$ cat src/rtl/core_ldst_misc_ctrl_pkg.sv
// -----------------------------------------------------------------------------
// core_ldst_misc_ctrl_pkg
//   Shared core micro-architecture types used by the misc load/store sequencer:
//   the data word, register number, access size and the decoded op bundle.
//   No ports (package only).
// -----------------------------------------------------------------------------
package core_ldst_misc_ctrl_pkg;

    typedef logic [31:0] word;
    typedef logic [3:0]  reg_num;

    typedef enum logic {
        LDST_BYTE = 1'b0,
        LDST_HALF = 1'b1
    } ldst_size_e;

    // Decoded byte/halfword load/store; only the fields the sequencer needs.
    typedef struct packed {
        reg_num     rn;
        reg_num     rd;
        ldst_size_e size;
        logic       load;
        logic       increment;
        logic       writeback;
        logic       sign_extend;
        logic       pre_indexed;
    } ldst_decode;

endpackage

$ cat src/rtl/core_ldst_misc_ctrl_lane.sv
// -----------------------------------------------------------------------------
// core_ldst_misc_lane
//   Combinational lane steering for byte/halfword accesses on a 32-bit
//   little-endian bus. Instantiated once for stores (byte enables and
//   replicated write data) and once for loads (lane extraction + extension).
// Ports:
//   ea_lo       in   low two bits of the effective address
//   size        in   LDST_BYTE / LDST_HALF
//   sign_extend in   sign- (1) or zero- (0) extend the extracted lane
//   data        in   store data (store use) or captured bus data (load use)
//   byteenable  out  lane mask
//   data_wr     out  data replicated across all lanes of the access size
//   rd_value    out  selected lane of data, extended to 32 bits
// -----------------------------------------------------------------------------
module core_ldst_misc_lane
    import core_ldst_misc_ctrl_pkg::*;
(
    input  logic [1:0]  ea_lo,
    input  ldst_size_e  size,
    input  logic        sign_extend,
    input  word         data,
    output logic [3:0]  byteenable,
    output word         data_wr,
    output word         rd_value
);

    logic [7:0]  w_byte;
    logic [15:0] w_half;

    // NOTE: every output gets a default before any branch, so no path leaves
    // a signal unassigned and no latch is inferred.
    always_comb begin
        byteenable = 4'b0000;
        data_wr    = '0;
        rd_value   = '0;
        w_byte     = data[{ea_lo, 3'b000} +: 8];
        w_half     = ea_lo[1] ? data[31:16] : data[15:0];

        if (size == LDST_BYTE) begin
            byteenable = 4'b0001 << ea_lo;
            data_wr    = {4{data[7:0]}};
            rd_value   = {{24{sign_extend & w_byte[7]}}, w_byte};
        end else begin
            // ea_lo[0] is deliberately ignored for halfwords.
            byteenable = ea_lo[1] ? 4'b1100 : 4'b0011;
            data_wr    = {2{data[15:0]}};
            rd_value   = {{16{sign_extend & w_half[15]}}, w_half};
        end
    end

endmodule

$ cat src/rtl/core_ldst_misc_ctrl.sv
// -----------------------------------------------------------------------------
// core_ldst_misc_ctrl
//   Sequencer for byte/halfword load/store ops. Latches a decoded op, computes
//   the effective address, runs one data-bus transaction and produces the Rd
//   (load result) and Rn (base writeback) register writes.
//   Flow: IDLE -> ISSUE -> WAIT -> COMMIT -> IDLE.
// Ports:
//   clk, rst_n                 core clock, async active-low reset
//   start, decode              issue request (IDLE only) and decoded op
//   base, offset, store_data   Rn value, resolved offset, Rd value for stores
//   busy                       high in every state except IDLE
//   bus_*                      data-bus request/response
//   rd_we, rd_num, rd_value    load result write
//   rn_we, rn_value            base writeback
//   done                       one-cycle completion pulse
//   align_fault                (only with CORE_LDST_ALIGN_FAULT_EN) pulses with
//                              done for an odd-address halfword, which then
//                              skips the bus and writes no register.
// Build option: define CORE_LDST_ALIGN_FAULT_EN to enable alignment faults.
// -----------------------------------------------------------------------------
module core_ldst_misc_ctrl
    import core_ldst_misc_ctrl_pkg::*;
(
    input  logic        clk,
    input  logic        rst_n,
    input  logic        start,
    input  ldst_decode  decode,
    input  word         base,
    input  word         offset,
    input  word         store_data,
    output logic        busy,
    output logic        bus_start,
    output logic        bus_write,
    output word         bus_addr,
    output logic [3:0]  bus_byteenable,
    output word         bus_data_wr,
    input  word         bus_data_rd,
    input  logic        bus_ready,
    output logic        rd_we,
    output reg_num      rd_num,
    output word         rd_value,
    output logic        rn_we,
    output word         rn_value,
`ifdef CORE_LDST_ALIGN_FAULT_EN
    output logic        align_fault,
`endif
    output logic        done
);

    typedef enum logic [1:0] {
        LDST_MISC_IDLE,
        LDST_MISC_ISSUE,
        LDST_MISC_WAIT,
        LDST_MISC_COMMIT
    } state_e;

    state_e      r_state;
    state_e      w_next;

    reg_num      r_rn;
    reg_num      r_rd;
    ldst_size_e  r_size;
    logic        r_load;
    logic        r_writeback;
    logic        r_sign_extend;
    logic        r_fault;
    word         r_ea;
    word         r_upd;
    word         r_store_data;
    word         r_rdata;

    word         w_upd;
    word         w_ea;
    logic        w_fault;
    logic [3:0]  w_st_be;
    word         w_st_data;
    word         w_ld_value;
    logic [3:0]  w_unused_ld_be;
    word         w_unused_ld_wr;
    word         w_unused_st_rd;

    assign w_upd = decode.increment ? (base + offset) : (base - offset);
    assign w_ea  = decode.pre_indexed ? w_upd : base;

`ifdef CORE_LDST_ALIGN_FAULT_EN
    assign w_fault = (decode.size == LDST_HALF) && w_ea[0];
`else
    assign w_fault = 1'b0;
`endif

    core_ldst_misc_lane u_store_lane (
        .ea_lo       (r_ea[1:0]),
        .size        (r_size),
        .sign_extend (1'b0),
        .data        (r_store_data),
        .byteenable  (w_st_be),
        .data_wr     (w_st_data),
        .rd_value    (w_unused_st_rd)
    );

    core_ldst_misc_lane u_load_lane (
        .ea_lo       (r_ea[1:0]),
        .size        (r_size),
        .sign_extend (r_sign_extend),
        .data        (r_rdata),
        .byteenable  (w_unused_ld_be),
        .data_wr     (w_unused_ld_wr),
        .rd_value    (w_ld_value)
    );

    // NOTE: sequential state is updated with non-blocking assignments only, so
    // every flop samples pre-edge values regardless of block evaluation order.
    always_ff @(posedge clk or negedge rst_n) begin
        if (!rst_n) begin
            r_state <= LDST_MISC_IDLE;
        end else begin
            r_state <= w_next;
        end
    end

    // Operand latch; cleared on reset so an abandoned op leaves nothing behind.
    always_ff @(posedge clk or negedge rst_n) begin
        if (!rst_n) begin
            r_rn          <= '0;
            r_rd          <= '0;
            r_size        <= LDST_BYTE;
            r_load        <= 1'b0;
            r_writeback   <= 1'b0;
            r_sign_extend <= 1'b0;
            r_fault       <= 1'b0;
            r_ea          <= '0;
            r_upd         <= '0;
            r_store_data  <= '0;
            r_rdata       <= '0;
        end else begin
            if (r_state == LDST_MISC_IDLE && start) begin
                r_rn          <= decode.rn;
                r_rd          <= decode.rd;
                r_size        <= decode.size;
                r_load        <= decode.load;
                r_writeback   <= decode.writeback;
                r_sign_extend <= decode.sign_extend;
                r_fault       <= w_fault;
                r_ea          <= w_ea;
                r_upd         <= w_upd;
                r_store_data  <= store_data;
            end
            if (r_state == LDST_MISC_WAIT && bus_ready) begin
                r_rdata <= bus_data_rd;
            end
        end
    end

    always_comb begin
        w_next         = r_state;
        busy           = 1'b0;
        bus_start      = 1'b0;
        bus_write      = 1'b0;
        bus_addr       = '0;
        bus_byteenable = 4'b0000;
        bus_data_wr    = '0;
        rd_we          = 1'b0;
        rd_num         = '0;
        rd_value       = '0;
        rn_we          = 1'b0;
        rn_value       = '0;
        done           = 1'b0;
`ifdef CORE_LDST_ALIGN_FAULT_EN
        align_fault    = 1'b0;
`endif

        case (r_state)
            LDST_MISC_IDLE: begin
                if (start) begin
                    w_next = w_fault ? LDST_MISC_COMMIT : LDST_MISC_ISSUE;
                end
            end
            LDST_MISC_ISSUE, LDST_MISC_WAIT: begin
                busy           = 1'b1;
                bus_start      = (r_state == LDST_MISC_ISSUE);
                bus_write      = !r_load;
                bus_addr       = {r_ea[31:2], 2'b00};
                bus_byteenable = w_st_be;
                bus_data_wr    = w_st_data;
                // bus_ready is only honoured in WAIT; ISSUE always advances.
                if (r_state == LDST_MISC_ISSUE) begin
                    w_next = LDST_MISC_WAIT;
                end else if (bus_ready) begin
                    w_next = LDST_MISC_COMMIT;
                end
            end
            LDST_MISC_COMMIT: begin
                busy   = 1'b1;
                done   = 1'b1;
                w_next = LDST_MISC_IDLE;
`ifdef CORE_LDST_ALIGN_FAULT_EN
                align_fault = r_fault;
`endif
                if (!r_fault) begin
                    rd_we    = r_load;
                    rd_num   = r_load ? r_rd : '0;
                    rd_value = r_load ? w_ld_value : '0;
                    // A load into its own base register keeps the loaded value.
                    rn_we    = r_writeback && !(r_load && (r_rn == r_rd));
                    rn_value = r_upd;
                end
            end
            default: w_next = LDST_MISC_IDLE;
        endcase
    end

endmodule

$ cat config.mk
export PLATFORM = sky130hd
export DESIGN_NAME = core_ldst_misc_ctrl
export DESIGN_NICKNAME = d
export VERILOG_FILES = /design/src/rtl/core_ldst_misc_ctrl_pkg.sv /design/src/rtl/core_ldst_misc_ctrl_lane.sv /design/src/rtl/core_ldst_misc_ctrl.sv
export SDC_FILE = /design/constraint.sdc
export NUM_CORES = 1
export LEC_CHECK = 0
export BUFFER_PORTS_ARGS = -buffer_cell sky130_fd_sc_hd__buf_2
export CORE_MARGIN = 2
export CORE_UTILIZATION = 30
export CTS_BUF_LIST = sky130_fd_sc_hd__clkbuf_2 sky130_fd_sc_hd__clkbuf_4 sky130_fd_sc_hd__clkbuf_8
export DETAILED_ROUTE_END_ITERATION = 16
export GPL_TIMING_DRIVEN = 0
export PLACE_DENSITY_LB_ADDON = 0.15
export SLEW_MARGIN = 10
export SYNTH_ARGS = -nofsm -noshare
export SYNTH_HDL_FRONTEND = slang
export SYNTH_SLANG_ARGS = --single-unit
$ cat constraint.sdc
create_clock -name clk -period 5.7 [get_ports clk]
set_input_delay 1.425 -clock clk [delete_from_list [all_inputs] [get_ports clk]]
set_output_delay 1.425 -clock clk [all_outputs]
set_load 0.01 [all_outputs]
==> flow_summary.ini <==
[floorplanning]
start_util_pct = 30.5
die_area_um2 = 31700
row_count = 63
coreArea_um2 = 29700
die_w_um = 178
io_pins = 288
die_h_um = 178

[setup_path]
rrSetupSlack_ps = 2950
crit_slowest_cell = nor3b_1
cp.arrival_ps = 5510
crit_chain = buf_2, nor4_4, nor3b_1, and3b_1, nand2_1, nor4_1, nor2_1, xor2_1, ha_1, a21o_1, a21o_1, a221o_1, o2111a_1, a2111oi_1, o21ai_1
critPathKind = input pin to flip-flop
reg2reg_from = r_state[0]
crit_top_cell = a21o_1
r2r_end = r_store_data[12]
crit_end = r_ea[31]
cp.required_ps = 6010
cpPeakStageDelay_ps = 660
reg2regPathDepth = 8
crit_path_start = offset[5]
startpoint_type = input pin
endpoint_kind = flip-flop
cp_max_fo = 6

[run_status]
outcome = finished, final reports clean

[timing]
skew_ps = 12.4
fin_ws_ps = 502
rsz0062_at_grt = false
period_needed_ps = 5200
fmax_mhz = 192
drv_slew = 0
finalSetupViolations = 0
hold_viol_final = 0
final.setup.tns_ps = 0
fin_crit_sh_pct = 91.2
maxSlewHeadroom_pct = 46.0
fin_hold_ws_ps = 467
worstMarginPinSlew_ps = 810

[clock_tree]
clock-root-buffer = clkbuf_8
path_clk_slew_ps = 80
cts.sinks = 126
ctsResizeCount = 0
numCtsBuffers = 17
cts_tree = done
ctsHtreeMaxLevel = 4
cts_max_path_buffers = 2
clk-insertion-delay-late_ps = 450
cts_hold_buf = 0
postCtsSetupRepairBufs = 0

[synth]
mappedNetlistArea_um2 = 9080
synth_seq_cells = 126
muxShareOfSynthArea_pct = 11.4
synth_compound_area_share_pct = 13.1
ys.flop_type = dfrtp_1
yosys.area.top_type = dfrtp_1
yosys.area_share.simple_pct = 23.2
yosysTopAreaCellShare_pct = 34.7
synthArstFlopShare_pct = 100
synth_top_family_by_area = simple AND/OR/NAND/NOR gates
netlist_instances = 1047
avgSynthCellArea_um2 = 8.67
yosysWarnings = 0
yosysUniqueCellTypes = 60
synthXorXnorAreaFrac_pct = 5.98
synth_area_leaders = dfrtp_1 35%, nand2_1 9.0%, ha_1 5.9%, mux2i_1 5.3%, and2_1 5.1%
synth-adder-area-share_pct = 6.15
synth_edf_count = 0
ys_seq_area_share_pct = 34.7

[global_route]
antenna_found_initial = 1
grt_pass1_vias = 7966
grtUsageTotal_pct = 19.7
grt_max_degree = 66
grt_first_pass_wirelength_um = 46700
overflow = 0

[drt]
detailedRoute.firstIterationViolations = 476
first_pass_iters = 5
drt_wl_total_um = 31400
avgRoutedWirePerCell_um = 18.0
vias = 8390
viasPerCell = 4.82
ant_nets = 0
drc = 0

[placement]
place_ws_ps = 41.3
portBuffers = 268
dp_hpwl_um = 25500
gp_congestion = 0.883

[layout]
area_growth_pct = 26.1
final_cell_mix = 268 x buf_2, 217 x nand2_1, 126 x dfrtp_1
final_nets = 1527
final_common_cell = buf_2
final_layout_size_suffix_gt1_share_pct = 29.0

[job]
cap_viol_max_count = 0

[power_and_ir_drop]
power.density_nw_per_um2 = 467
p_leak_nw = 5.89
max-vdd-ir-drop_v = 0.000137

[worst_hold_path]
hold_class = flip-flop to flip-flop
-- power breakdown --
part	leakage [nW]	internal (mW)	total (mW)	switching, mW
logic	4.09	1.22	2.80	1.59
clock network	0.240	0.585	0.969	0.384
registers	1.56	1.32	1.57	0.259
-- worst min path at each step --
stage,startpoint,to,slack (ps),cells after the start
2_1_floorplan,r_upd[0],r_upd[0],440,2
3_3_place_gp,r_upd[0],r_upd[0],450,2
3_5_place_dp,r_upd[0],r_upd[0],460,2
4_1_cts,r_upd[0],r_upd[0],470,2
5_1_grt,r_upd[15],r_upd[15],490,2
6_report,r_upd[0],r_upd[0],470,2
-- cell usage after synthesis, types with 10 or more instances --
| library cell | count |
|---|---|
| a211oi_1 | 11 |
| a21o_1 | 22 |
| a21oi_1 | 56 |
| and2_1 | 74 |
| buf_1 | 11 |
| buf_4 | 33 |
| clkbuf_1 | 41 |
| dfrtp_1 | 126 |
| ha_1 | 43 |
| inv_1 | 12 |
| mux2_2 | 33 |
| mux2i_1 | 48 |
| nand2_1 | 217 |
| nand3_1 | 11 |
| nor2_1 | 44 |
| nor2b_1 | 15 |
| nor3_1 | 13 |
| nor3b_1 | 10 |
| o21ai_0 | 57 |
| xnor2_1 | 24 |
| xor2_1 | 38 |
-- area by class of cell --
type | instances | area, um2
tap | 390 | 488
buffer | 86 | 448
antenna | 1 | 2.50
multi-input combinational | 824 | 5440
timing repair buffer | 270 | 1390
fill | 3188 | 18300
clock inverter | 13 | 235
sequential | 126 | 3150
clock buffer | 19 | 255
inverter | 12 | 45.0
-- stage by stage --
step / std cells / util (%) / instance area [um2] / total power, mW
5_1_grt: 1741 / 38.5 / 11400 / 5.79
3_3_place_gp: 1706 / 36.7 / 10900 / 4.40
6_report: 1741 / 38.5 / 11400 / 5.34
3_5_place_dp: 1708 / 36.9 / 11000 / 4.44
2_1_floorplan: 1048 / - / 9080 / 3.33
4_1_cts: 1740 / 38.5 / 11400 / 5.43
-- sequential cells by signal, indices dropped and copies added, names as in the netlist --
| name | flops |
|---|---|
| r_rdata | 32 |
| r_rn | 4 |
| r_store_data | 16 |
| r_writeback | 1 |
| r_rd | 4 |
| r_upd | 32 |
| r_sign_extend | 1 |
| r_ea | 32 |
| r_state | 2 |
| r_load | 1 |
| r_size | 1 |
-- critical path, delay by kind of cell --
| kind | cells | cell delay (ps) |
|---|---|---|
| xor+xnor | 1 | 250 |
| buf+inv | 1 | 130 |
| simple gates | 6 | 1710 |
| fa+ha+maj | 1 | 300 |
| compound gates | 6 | 1690 |
-- routing by layer --
metal | share of wire [%] | GRT usage [%]
met5 | 0 | 0
met3 | 4.7 | 2.66
met1 | 46 | 25.9
met4 | 1.1 | 4.85
met2 | 48 | 34.0
-- cell families after synthesis --
family | count (synthesis)
simple gates | 434
compound gates | 193
flops | 126
buf+inv | 98
mux | 89
xor+xnor | 62
fa+ha+maj | 44
other cells | 1
No activity file was read; power rests on OpenSTA's default activity.
